<file path="config.mk">
export PLATFORM = sky130hd
export DESIGN_NAME = step_pulse_gen_flat
export DESIGN_NICKNAME = d
export VERILOG_FILES = /design/src/rtl/step_pulse_gen_if.sv /design/src/rtl/step_pulse_gen.sv /design/src/flat_wrapper.sv
export SDC_FILE = /design/constraint.sdc
export NUM_CORES = 1
export LEC_CHECK = 0
export CELL_PAD_IN_SITES_DETAIL_PLACEMENT = 1
export CELL_PAD_IN_SITES_GLOBAL_PLACEMENT = 1
export CORE_ASPECT_RATIO = 0.75
export CORE_MARGIN = 4
export CORE_UTILIZATION = 33
export DETAILED_ROUTE_END_ITERATION = 12
export HOLD_SLACK_MARGIN = 0.12
export MAX_ROUTING_LAYER = met4
export PLACE_DENSITY_LB_ADDON = 0.1
export SLEW_MARGIN = 25
export SYNTH_ARGS = -nofsm -noshare
export SYNTH_HDL_FRONTEND = slang
export SYNTH_SLANG_ARGS = --single-unit
</file>
<file path="constraint.sdc">
create_clock -name clock -period 2.3 [get_ports clock]
set_input_delay 0.345 -clock clock [delete_from_list [all_inputs] [get_ports clock]]
set_output_delay 0.345 -clock clock [all_outputs]
set_load 0.05 [all_outputs]
</file>
<file path="src/rtl/step_pulse_gen_if.sv">
// Signal bundle for step_pulse_gen: step requests and phase settings in,
// stretched step pulse and status out. clock and reset_n are not part of it.
interface step_pulse_gen_if #(
  parameter int HIGH_BITS = 8,
  parameter int LOW_BITS  = 8,
  parameter int PEND_BITS = 4
);

  logic                 enable;
  logic                 advance;
  logic [HIGH_BITS-1:0] high_cycles;
  logic [LOW_BITS-1:0]  low_cycles;
  logic                 overflow_clr;
  logic                 step_out;
  logic                 busy;
  logic [PEND_BITS-1:0] pending;
  logic                 overflow;

  // Requester side: drives requests and settings, observes the pulse.
  modport master (
    output enable,
    output advance,
    output high_cycles,
    output low_cycles,
    output overflow_clr,
    input  step_out,
    input  busy,
    input  pending,
    input  overflow
  );

  // Generator side.
  modport slave (
    input  enable,
    input  advance,
    input  high_cycles,
    input  low_cycles,
    input  overflow_clr,
    output step_out,
    output busy,
    output pending,
    output overflow
  );

endinterface

</file>
<file path="src/rtl/step_pulse_gen.sv">
// step_pulse_gen: turns single-cycle step requests into stretched pulses.
// Requests are counted in a saturating pending counter; an IDLE/HIGH/LOW
// machine plays them out with high_cycles high and at least low_cycles low
// (a setting of zero counts as one clock). Settings are captured only when
// the phase counter is loaded.
// Optional feature: define STEP_PULSE_GEN_OVERFLOW_FLAG_EN to build the
// sticky overflow flag; without it overflow is tied to 0 and overflow_clr
// is ignored (requests at saturation are still dropped).
module step_pulse_gen #(
  parameter int HIGH_BITS = 8,
  parameter int LOW_BITS  = 8,
  parameter int PEND_BITS = 4
) (
  input  logic             clock,
  input  logic             reset_n,
  step_pulse_gen_if.slave  bus
);

  localparam int CNT_BITS = (HIGH_BITS > LOW_BITS) ? HIGH_BITS : LOW_BITS;
  localparam logic [CNT_BITS-1:0]  CNT_ZERO  = {CNT_BITS{1'b0}};
  localparam logic [CNT_BITS-1:0]  CNT_ONE   = CNT_BITS'(1);
  localparam logic [PEND_BITS-1:0] PEND_ZERO = {PEND_BITS{1'b0}};
  localparam logic [PEND_BITS-1:0] PEND_ONE  = PEND_BITS'(1);
  localparam logic [PEND_BITS-1:0] PEND_MAX  = {PEND_BITS{1'b1}};

  typedef enum logic [1:0] {
    ST_IDLE = 2'd0,
    ST_HIGH = 2'd1,
    ST_LOW  = 2'd2
  } state_t;

  state_t               state_q, state_d;
  logic [CNT_BITS-1:0]  cnt_q, cnt_d;
  logic [PEND_BITS-1:0] pending_q, pending_d;
  logic                 step_out_q, step_out_d;
  logic                 busy_q, busy_d;

  logic                 accept_s;     // request presented this edge
  logic                 take_s;       // FSM starts a pulse this edge
  logic                 drop_s;       // request lost at a saturated count
  logic [CNT_BITS-1:0]  high_load_s;
  logic [CNT_BITS-1:0]  low_load_s;

  // Phase lengths as loaded into the counter; zero is stretched to one clock.
  always_comb begin
    high_load_s = CNT_ZERO;
    low_load_s  = CNT_ZERO;
    if (bus.high_cycles == {HIGH_BITS{1'b0}}) begin
      high_load_s = CNT_ONE;
    end else begin
      high_load_s = CNT_BITS'(bus.high_cycles);
    end
    if (bus.low_cycles == {LOW_BITS{1'b0}}) begin
      low_load_s = CNT_ONE;
    end else begin
      low_load_s = CNT_BITS'(bus.low_cycles);
    end
  end

  // Phase machine: next state, counter load/decrement and pulse start.
  always_comb begin
    state_d = state_q;
    cnt_d   = cnt_q;
    take_s  = 1'b0;
    case (state_q)
      ST_IDLE: begin
        if (pending_q != PEND_ZERO) begin
          state_d = ST_HIGH;
          cnt_d   = high_load_s;
          take_s  = 1'b1;
        end else begin
          state_d = ST_IDLE;
          cnt_d   = CNT_ZERO;
        end
      end
      ST_HIGH: begin
        // <= guards an unreachable zero count from wrapping around.
        if (cnt_q <= CNT_ONE) begin
          state_d = ST_LOW;
          cnt_d   = low_load_s;
        end else begin
          state_d = ST_HIGH;
          cnt_d   = cnt_q - CNT_ONE;
        end
      end
      ST_LOW: begin
        if (cnt_q <= CNT_ONE) begin
          if (pending_q != PEND_ZERO) begin
            // Back-to-back: skip IDLE so the period stays high + low.
            state_d = ST_HIGH;
            cnt_d   = high_load_s;
            take_s  = 1'b1;
          end else begin
            state_d = ST_IDLE;
            cnt_d   = CNT_ZERO;
          end
        end else begin
          state_d = ST_LOW;
          cnt_d   = cnt_q - CNT_ONE;
        end
      end
      default: begin
        state_d = ST_IDLE;
        cnt_d   = CNT_ZERO;
      end
    endcase
  end

  // Pending counter: accept and start on one edge cancel, so a full counter
  // keeps the request instead of dropping it.
  always_comb begin
    accept_s  = bus.enable & bus.advance;
    pending_d = pending_q;
    drop_s    = 1'b0;
    if (accept_s && !take_s) begin
      if (pending_q == PEND_MAX) begin
        drop_s    = 1'b1;
        pending_d = pending_q;
      end else begin
        pending_d = pending_q + PEND_ONE;
      end
    end else if (!accept_s && take_s) begin
      pending_d = pending_q - PEND_ONE;
    end else begin
      pending_d = pending_q;
    end
  end

  // Registered outputs are computed from the next state so they line up
  // with the state register and never glitch.
  always_comb begin
    step_out_d = (state_d == ST_HIGH);
    busy_d     = (state_d != ST_IDLE) || (pending_d != PEND_ZERO);
  end

  // State, counter, pending count and output registers.
  always_ff @(posedge clock or negedge reset_n) begin
    if (!reset_n) begin
      state_q    <= ST_IDLE;
      cnt_q      <= CNT_ZERO;
      pending_q  <= PEND_ZERO;
      step_out_q <= 1'b0;
      busy_q     <= 1'b0;
    end else begin
      state_q    <= state_d;
      cnt_q      <= cnt_d;
      pending_q  <= pending_d;
      step_out_q <= step_out_d;
      busy_q     <= busy_d;
    end
  end

`ifdef STEP_PULSE_GEN_OVERFLOW_FLAG_EN
  logic overflow_q, overflow_d;

  // Sticky overflow: a drop on the same edge as a clear wins.
  always_comb begin
    overflow_d = overflow_q;
    if (drop_s) begin
      overflow_d = 1'b1;
    end else if (bus.overflow_clr) begin
      overflow_d = 1'b0;
    end else begin
      overflow_d = overflow_q;
    end
  end

  // Overflow flag register.
  always_ff @(posedge clock or negedge reset_n) begin
    if (!reset_n) begin
      overflow_q <= 1'b0;
    end else begin
      overflow_q <= overflow_d;
    end
  end

  assign bus.overflow = overflow_q;
`else
  // Flag not built: the clear input and drop indication have no consumer.
  logic unused_ovf_s;
  assign unused_ovf_s = bus.overflow_clr ^ drop_s;
  assign bus.overflow = 1'b0;
`endif

  assign bus.step_out = step_out_q;
  assign bus.busy     = busy_q;
  assign bus.pending  = pending_q;

endmodule

</file>
<file path="src/flat_wrapper.sv">
// flat-port wrapper written by rule: the top's interface ports become plain ports
module step_pulse_gen_flat 
#(
  parameter int HIGH_BITS = 8,
  parameter int LOW_BITS  = 8,
  parameter int PEND_BITS = 4
)
  (clock, reset_n, bus_enable, bus_advance, bus_high_cycles, bus_low_cycles, bus_overflow_clr, bus_step_out, bus_busy, bus_pending, bus_overflow);
  step_pulse_gen_if #(.HIGH_BITS(HIGH_BITS), .LOW_BITS(LOW_BITS), .PEND_BITS(PEND_BITS)) bus_i ();
  input  logic clock;
  input  logic reset_n;
  input wire logic [$bits(bus_i.enable)-1:0] bus_enable;
  input wire logic [$bits(bus_i.advance)-1:0] bus_advance;
  input wire logic [$bits(bus_i.high_cycles)-1:0] bus_high_cycles;
  input wire logic [$bits(bus_i.low_cycles)-1:0] bus_low_cycles;
  input wire logic [$bits(bus_i.overflow_clr)-1:0] bus_overflow_clr;
  output wire logic [$bits(bus_i.step_out)-1:0] bus_step_out;
  output wire logic [$bits(bus_i.busy)-1:0] bus_busy;
  output wire logic [$bits(bus_i.pending)-1:0] bus_pending;
  output wire logic [$bits(bus_i.overflow)-1:0] bus_overflow;
  assign bus_i.enable = bus_enable;
  assign bus_i.advance = bus_advance;
  assign bus_i.high_cycles = bus_high_cycles;
  assign bus_i.low_cycles = bus_low_cycles;
  assign bus_i.overflow_clr = bus_overflow_clr;
  assign bus_step_out = bus_i.step_out;
  assign bus_busy = bus_i.busy;
  assign bus_pending = bus_i.pending;
  assign bus_overflow = bus_i.overflow;
  step_pulse_gen #(.HIGH_BITS(HIGH_BITS), .LOW_BITS(LOW_BITS), .PEND_BITS(PEND_BITS)) u_core (.clock(clock), .reset_n(reset_n), .bus(bus_i));
endmodule
</file>
# Word level (Yosys, flattened, before mapping)
# Index checks and enable logic that the tools add are counted.
classes:
  n_reduce_logical: 11
  addsub: 3
  n_mux: 16
  bitwise: 1
  order_cmp: 1
  shift: 0
  multipliers: 0
  div: 0
  n_eq_ne: 4
ops:
  columns: ["operator", "n"]
  rows:
  - ["two-way mux 8 bit", 5]
  - ["one-hot mux 8 bit (3 select lines)", 1]
  - ["logical NOT 8 bit", 2]
  - ["two-way mux 4 bit", 3]
  - ["<= comparator 8 x 1 -> 1 bit (second input constant)", 1]
  - ["nonzero test 4 bit", 2]
  - ["subtractor 8 x 1 -> 8 bit (second input constant)", 1]
  - ["one-hot mux 2 bit (3 select lines)", 1]
  - ["adder 4 x 1 -> 4 bit (second input constant)", 1]
  - ["equality test 2 x 1 -> 1 bit (second input constant)", 2]
  - ["equality test 4 bit (second input constant)", 1]
  - ["two-way mux 2 bit", 2]
  - ["subtractor 4 x 1 -> 4 bit (second input constant)", 1]
  - ["two-way mux 1 bit", 3]
  - ["equality test 2 bit (second input constant)", 1]
  - ["logical AND 1 bit", 2]
  - ["logical NOT 1 bit", 2]
  - ["logical NOT 2 bit", 1]
  - ["one-hot mux 1 bit (2 select lines)", 1]
  - ["nonzero test 2 bit", 1]
  - ["bitwise AND 1 bit", 1]
  - ["logical OR 1 bit", 1]
totals:
  mem_bits_ro: 0
  ram_bits: 0
  latchBits: 0
  reg_bits: 16
  n_memories: 0
  wordCells: 41
  out_inout_bits: 7

# Depth between registers and ports, before layout
# Gate-level depths: netlist (run 1).
depth:
  word_depth: 9
  ltp_mapped: 9
  ltp_nobuf: 8

# Worst setup path after synthesis (run 1)
# No wires, ideal clock.
synth_path:
  kind: "reg-to-reg"
  start: "register u_core.pending_q[0] (netlist: u_core.bus.pending[0])"
  end: "register u_core.busy_q (netlist: u_core.bus.busy)"
  setup_slack_ps: -473
  n_path_buf: 1
  t_arrival_ps: 2634
  required_ps: 2161
  synth_period_minus_slack_ps: 2773
  path_stages_with_launch: 10
  path_cell_list: "dfrtp_1 > inv_1 > ha_1 > or3b_1 > clkbuf_1 > or2b_4 > nor2_4 > nor2_1 > o31a_1 > or4_1"
synth_via:
  elab_chain_cells: 9
  elab_cells_between_ends: 19
  classes_between: "2 x add/sub; 1 x eq/ne; 9 x mux; 7 x reduce/logical"
synth_rtl:
  columns: ["element", "line_no", "source"]
  rows:
  - ["start: declaration", "step_pulse_gen.sv:34", "logic [PEND_BITS-1:0] pending_q, pending_d;"]
  - ["start signal: assignment", "step_pulse_gen.sv:147", "pending_q <= pending_d;"]
  - ["nonzero test 4 bit", "step_pulse_gen.sv:67, step_pulse_gen.sv:88", null]
  - ["two-way mux 1 bit", "step_pulse_gen.sv:67, step_pulse_gen.sv:88", null]
  - ["two-way mux 1 bit", "step_pulse_gen.sv:87", "if (cnt_q <= CNT_ONE) begin"]
  - ["one-hot mux 1 bit (2 select lines)", "step_pulse_gen.sv:65", "case (state_q)"]
  - ["logical AND 1 bit / logical NOT 1 bit (equally long branches)", "step_pulse_gen.sv:122, step_pulse_gen.sv:115", null]
  - ["two-way mux 4 bit / logical AND 1 bit (equally long branches)", "step_pulse_gen.sv:122, step_pulse_gen.sv:115", null]
  - ["two-way mux 4 bit (*)", "step_pulse_gen.sv:115", "if (accept_s && !take_s) begin"]
  - ["net u_core.pending_d[2]", "step_pulse_gen.sv:34", null]
  - ["nonzero test 4 bit (*)", "step_pulse_gen.sv:133", "busy_d = (state_d != ST_IDLE) || (pending_d != PEND_ZERO);"]
  - ["logical OR 1 bit (*)", "step_pulse_gen.sv:133", null]
  - ["net u_core.busy_d", "step_pulse_gen.sv:36", "logic busy_q, busy_d;"]
  - ["end signal: assignment", "step_pulse_gen.sv:149", "busy_q <= busy_d;"]
  - ["end: declaration", "step_pulse_gen.sv:36", null]
# Mark *: on every way through the listed nets, which the timed path passes. The rest lies on a longest branch.

# Worst setup path after layout (run 1)
layout_path:
  start: "register u_core.cnt_q[3]"
  end: "register u_core.busy_q (netlist: u_core.bus.busy)"
layout_via:
  elab_chain_cells: 8
  elab_cells_between_ends: 14
  classes_between: "1 x order compare; 7 x mux; 6 x reduce/logical"
layout_rtl:
  columns: ["element", "line_no", "source"]
  rows:
  - ["start: declaration", "step_pulse_gen.sv:33", "logic [CNT_BITS-1:0] cnt_q, cnt_d;"]
  - ["start signal: assignment", "step_pulse_gen.sv:146", "cnt_q <= cnt_d;"]
  - ["<= comparator 8 x 1 -> 1 bit (*)", "step_pulse_gen.sv:87", null]
  - ["two-way mux 1 bit (*)", "step_pulse_gen.sv:87", null]
  - ["one-hot mux 1 bit (2 select lines) (*)", "step_pulse_gen.sv:65", null]
  - ["logical AND 1 bit / logical NOT 1 bit (equally long branches)", "step_pulse_gen.sv:122, step_pulse_gen.sv:115", null]
  - ["two-way mux 4 bit / logical AND 1 bit (equally long branches)", "step_pulse_gen.sv:122, step_pulse_gen.sv:115", null]
  - ["two-way mux 4 bit (*)", "step_pulse_gen.sv:115", null]
  - ["net u_core.pending_d[2]", "step_pulse_gen.sv:34", null]
  - ["nonzero test 4 bit (*)", "step_pulse_gen.sv:133", null]
  - ["logical OR 1 bit (*)", "step_pulse_gen.sv:133", null]
  - ["net u_core.busy_d", "step_pulse_gen.sv:36", null]
# Marks and branches as above.

==> results of run 1 <==
-- through the flow --
stage	cell area, um^2	utilization
2_1_floorplan	1240	-
5_1_grt	1850	0.540
4_1_cts	1840	0.539
6_report	1850	0.540
3_3_place_gp	1720	0.501
3_5_place_dp	1720	0.501
-- cells in the mapped netlist (2+ instances only) --
master     n
clkbuf_1   6
nand3_1    3
dfrtp_1   16
nand2b_1   2
o22ai_1    7
ha_1       4
nor2_1    14
or2_2      2
nor3_1     4
o21ai_0    9
inv_1      4
nor3_2     2
a21oi_1   10
or4_1      3
nor4_1     4
a22oi_1    2
a31oi_1    2
o31a_1     2
mux2i_1    2
nor3b_1    2
xor2_1     5
nand2_1   19
-- state kept, by name, summed over array words and instances (netlist names) --
register             cells
u_core.bus.step_out      1
u_core.bus.busy          1
u_core.bus.pending       4
u_core.cnt_q             8
u_core.state_q           2
-- path summary, 6_finish.rpt --
path / from / endpoint / slack [ns] / cells after the start
setup / recovery: u_core.cnt_q[3] / u_core.bus.busy / -0.18 / 6
hold / removal: reset_n / u_core.cnt_q[7] / 0.41 / 2
setup reg to reg: u_core.cnt_q[3] / u_core.bus.busy / -0.18 / 6
hold reg to reg: u_core.state_q[0] / u_core.state_q[1] / 0.64 / 1
max in group asynchronous: reset_n / u_core.bus.pending[0] / 1.67 / 2
min in group clock: u_core.state_q[0] / u_core.state_q[1] / 0.64 / 1
-- placed cells by master (no fill, tap or decap), types with 5 or more instances in the layout --
cell type,n
buf_4,33
clkdlybuf4s50_1,25
nand2_1,19
nor2_1,14
dfrtp_1,14
a21oi_1,10
o21ai_0,8
o22ai_1,7
xor2_1,5
-- kinds of logic (layout without fill, tap and decap cells) --
| kind of cell | Yosys count | count (layout) | share of synthesized area |
|---|---|---|---|
| compound gates | 44 | 44 | 0.252 |
| xor+xnor | 5 | 5 | 0.0359 |
| other cells | 1 | 1 | 0.00308 |
| simple gates | 65 | 65 | 0.286 |
| flops | 16 | 16 | 0.329 |
| fa+ha+maj | 4 | 4 | 0.0411 |
| buf+inv | 11 | 67 | 0.0370 |
| mux | 2 | 2 | 0.0164 |
-- critical path, stage by stage, from the launching register on --
cell and delay (ns):
dfrtp_1 0.38, or4_4 0.57, o31a_4 0.35, nor2_4 0.15
nor2_1 0.07, o31a_1 0.29, or4_1 0.53
-- metal layers --
layer / global-route usage / vias to the layer above
li1: - / 653
met1: 0.289 / 669
met2: 0.356 / 39
met3: 0.0475 / 7
met4: 0.0723 / 0
met5: - / -
-- where the power goes --
group	leakage (nW)	total (mW)	internal [mW]	switching, mW
Sequential	0.182	0.511	0.411	0.0997
Combinational	0.570	1.62	0.744	0.874
Clock	0.0288	0.268	0.153	0.115
Total	0.781	2.40	1.31	1.09
-- area by class of cell --
class                      count  area [um^2]
timing repair buffer          59          509
tap                           50         62.6
clock buffer                   4         55.1
inverter                       4         15.0
multi-input combinational    121          803
sequential                    16          403
fill                         420         1580
-- timing repair --
item / 4_1_cts / 5_1_grt
endpoints found under the setup margin: 1 / 7
pin swaps: 5 / 0
setup buffers: 7 / 3
endpoints found under the hold margin: 0 / 0
resized for setup: 5 / 3
==> key figures, run 1 <==
Placement
  – Post-Place Setup Slack: -0.229 ns
  – HPWL after DPL: between 3000 and 4000 um
  – Post-Place Cells: 243
  – Port bufs: 25
  – Gpl congestion: roughly 0.87

Setup path
  – Setup crit end kind: flop
  – CP Data Required Time: roughly 2.4 ns
  – CP Launch Type: flop
  – Crit path DAT: 2.61 ns
  – CP Max Fanout: 4
  – Kind of critical path: flop to flop

Detailed routing
  – Via density: approximately 5.4
  – Initial drt markers: 49
  – Detailed Routing Iterations Pass 1: 4
  – Post-Route WL: between 4000 and 5000 um
  – Vias post-DR: 1368
  – DRC: 0
  – WL met2: roughly 2000 um
  – Wire length on met1: between 2000 and 2500 um
  – DR WL met3: approximately 230 um
  – WL/cell: about 18 um
  – Top Metal Used: met4
  – Antenna Nets Post-Route: 0

Floorplanning
  – Die Area: 4740 um^2
  – Die Ht: between 60 and 70 um
  – Ports: 28
  – Std-Cell Rows: 18
  – Initial Util: 0.356
  – Core region area: 3420 um^2
  – DIE WIDTH: about 80 um

Layout
  – Nets@finish: 230
  – Fin cells: roughly 250
  – Share of post-route cells with drive strength above 1: 0.284
  – Number of antenna diodes: 0
  – Area Growth Syn to Fin: 51.6%

Yosys
  – Mapped Nets: around 170
  – Post-synth cell types: 46
  – Post-synth EDFFs: 0
  – Yosys top cell area share: 0.329
  – Syn avg cell area: between 8 and 9 um^2
  – Cell area after synthesis: around 1200 um^2
  – Top cells by area, synth: dfrtp_1 33%, nand2_1 5.9%, nor2_1 4.3%
  – Register area share after synthesis: 0.329
  – Leading area contributor after synthesis: dfrtp_1
  – Ys Warns: 0
  – Cell count after synthesis: ~150
  – FFs w/ async S/R, synth: 1.00
  – Synthesized flop and latch total: 16
  – Primary FF master, synth: dfrtp_1

Timing
  – Setup ws final: -0.177 ns
  – Max Slew Vio Count: 0
  – Worst hold slack: roughly 0.41 ns
  – Setup TNS: -0.177 ns
  – Min cycle time layout: around 2.5 ns
  – RSZ-0062 raised after global routing: yes
  – Slew headroom: 0.648
  – Achievable Freq: just over 0.4 GHz
  – Final hold vios: 0
  – Crit share post-route: 1.08
  – Worst Tran Pin Value: around 0.52 ns
  – Clock skew: ~0.0017 ns
  – Final setup viols: 1

Global routing
  – All-Layer GR Usage: 0.224
  – Maximum number of pins on one net before global-route repair: 17
  – Antenna violations before repair: 0
  – First-pass GRT wire length: 7740 um
  – Vias in the first global route: 1530
  – GRT overflow: 0

Outcome
  – Failing checks: negative setup slack
  – Outcome: finished, violations left

CTS
  – Clock slew at reported path FFs: about 0.07 ns
  – H-tree depth: 1
  – Root Buffer: clkbuf_8
  – Clk Latency, worst-skew pair: around 0.26 ns
  – Clk buf depth: 2
  – Hold-fix buffers, CTS: 0
  – Total CTS buffers: 3
  – CTS tree: yes
  – Sink Count: 16

Power and ir drop
  – Pleak: between 0.7 and 0.8 nW
  – Pwr/cell area: about 1300 nW/um^2
  – Worst ir drop on vdd: between 0.6 and 0.7 mV
  – Power Total: around 2.4 mW

Worst hold path
  – Worst min-delay path class: primary input to asynchronous set/reset pin

Flow run
  – Maxcap violations: 0
Power figures use the tool's default switching activity.
==> run 2: changes to the inputs <==
--- a/config.mk
+++ b/config.mk
@@ -5,6 +5,7 @@
 export SDC_FILE = /design/constraint.sdc
 export NUM_CORES = 1
 export LEC_CHECK = 0
+export CAP_MARGIN = 40
 export CELL_PAD_IN_SITES_DETAIL_PLACEMENT = 1
 export CELL_PAD_IN_SITES_GLOBAL_PLACEMENT = 1
 export CORE_ASPECT_RATIO = 0.75
==> results of run 2 <==
No change in the layout: final DEF, timing and power equal those of run 1.
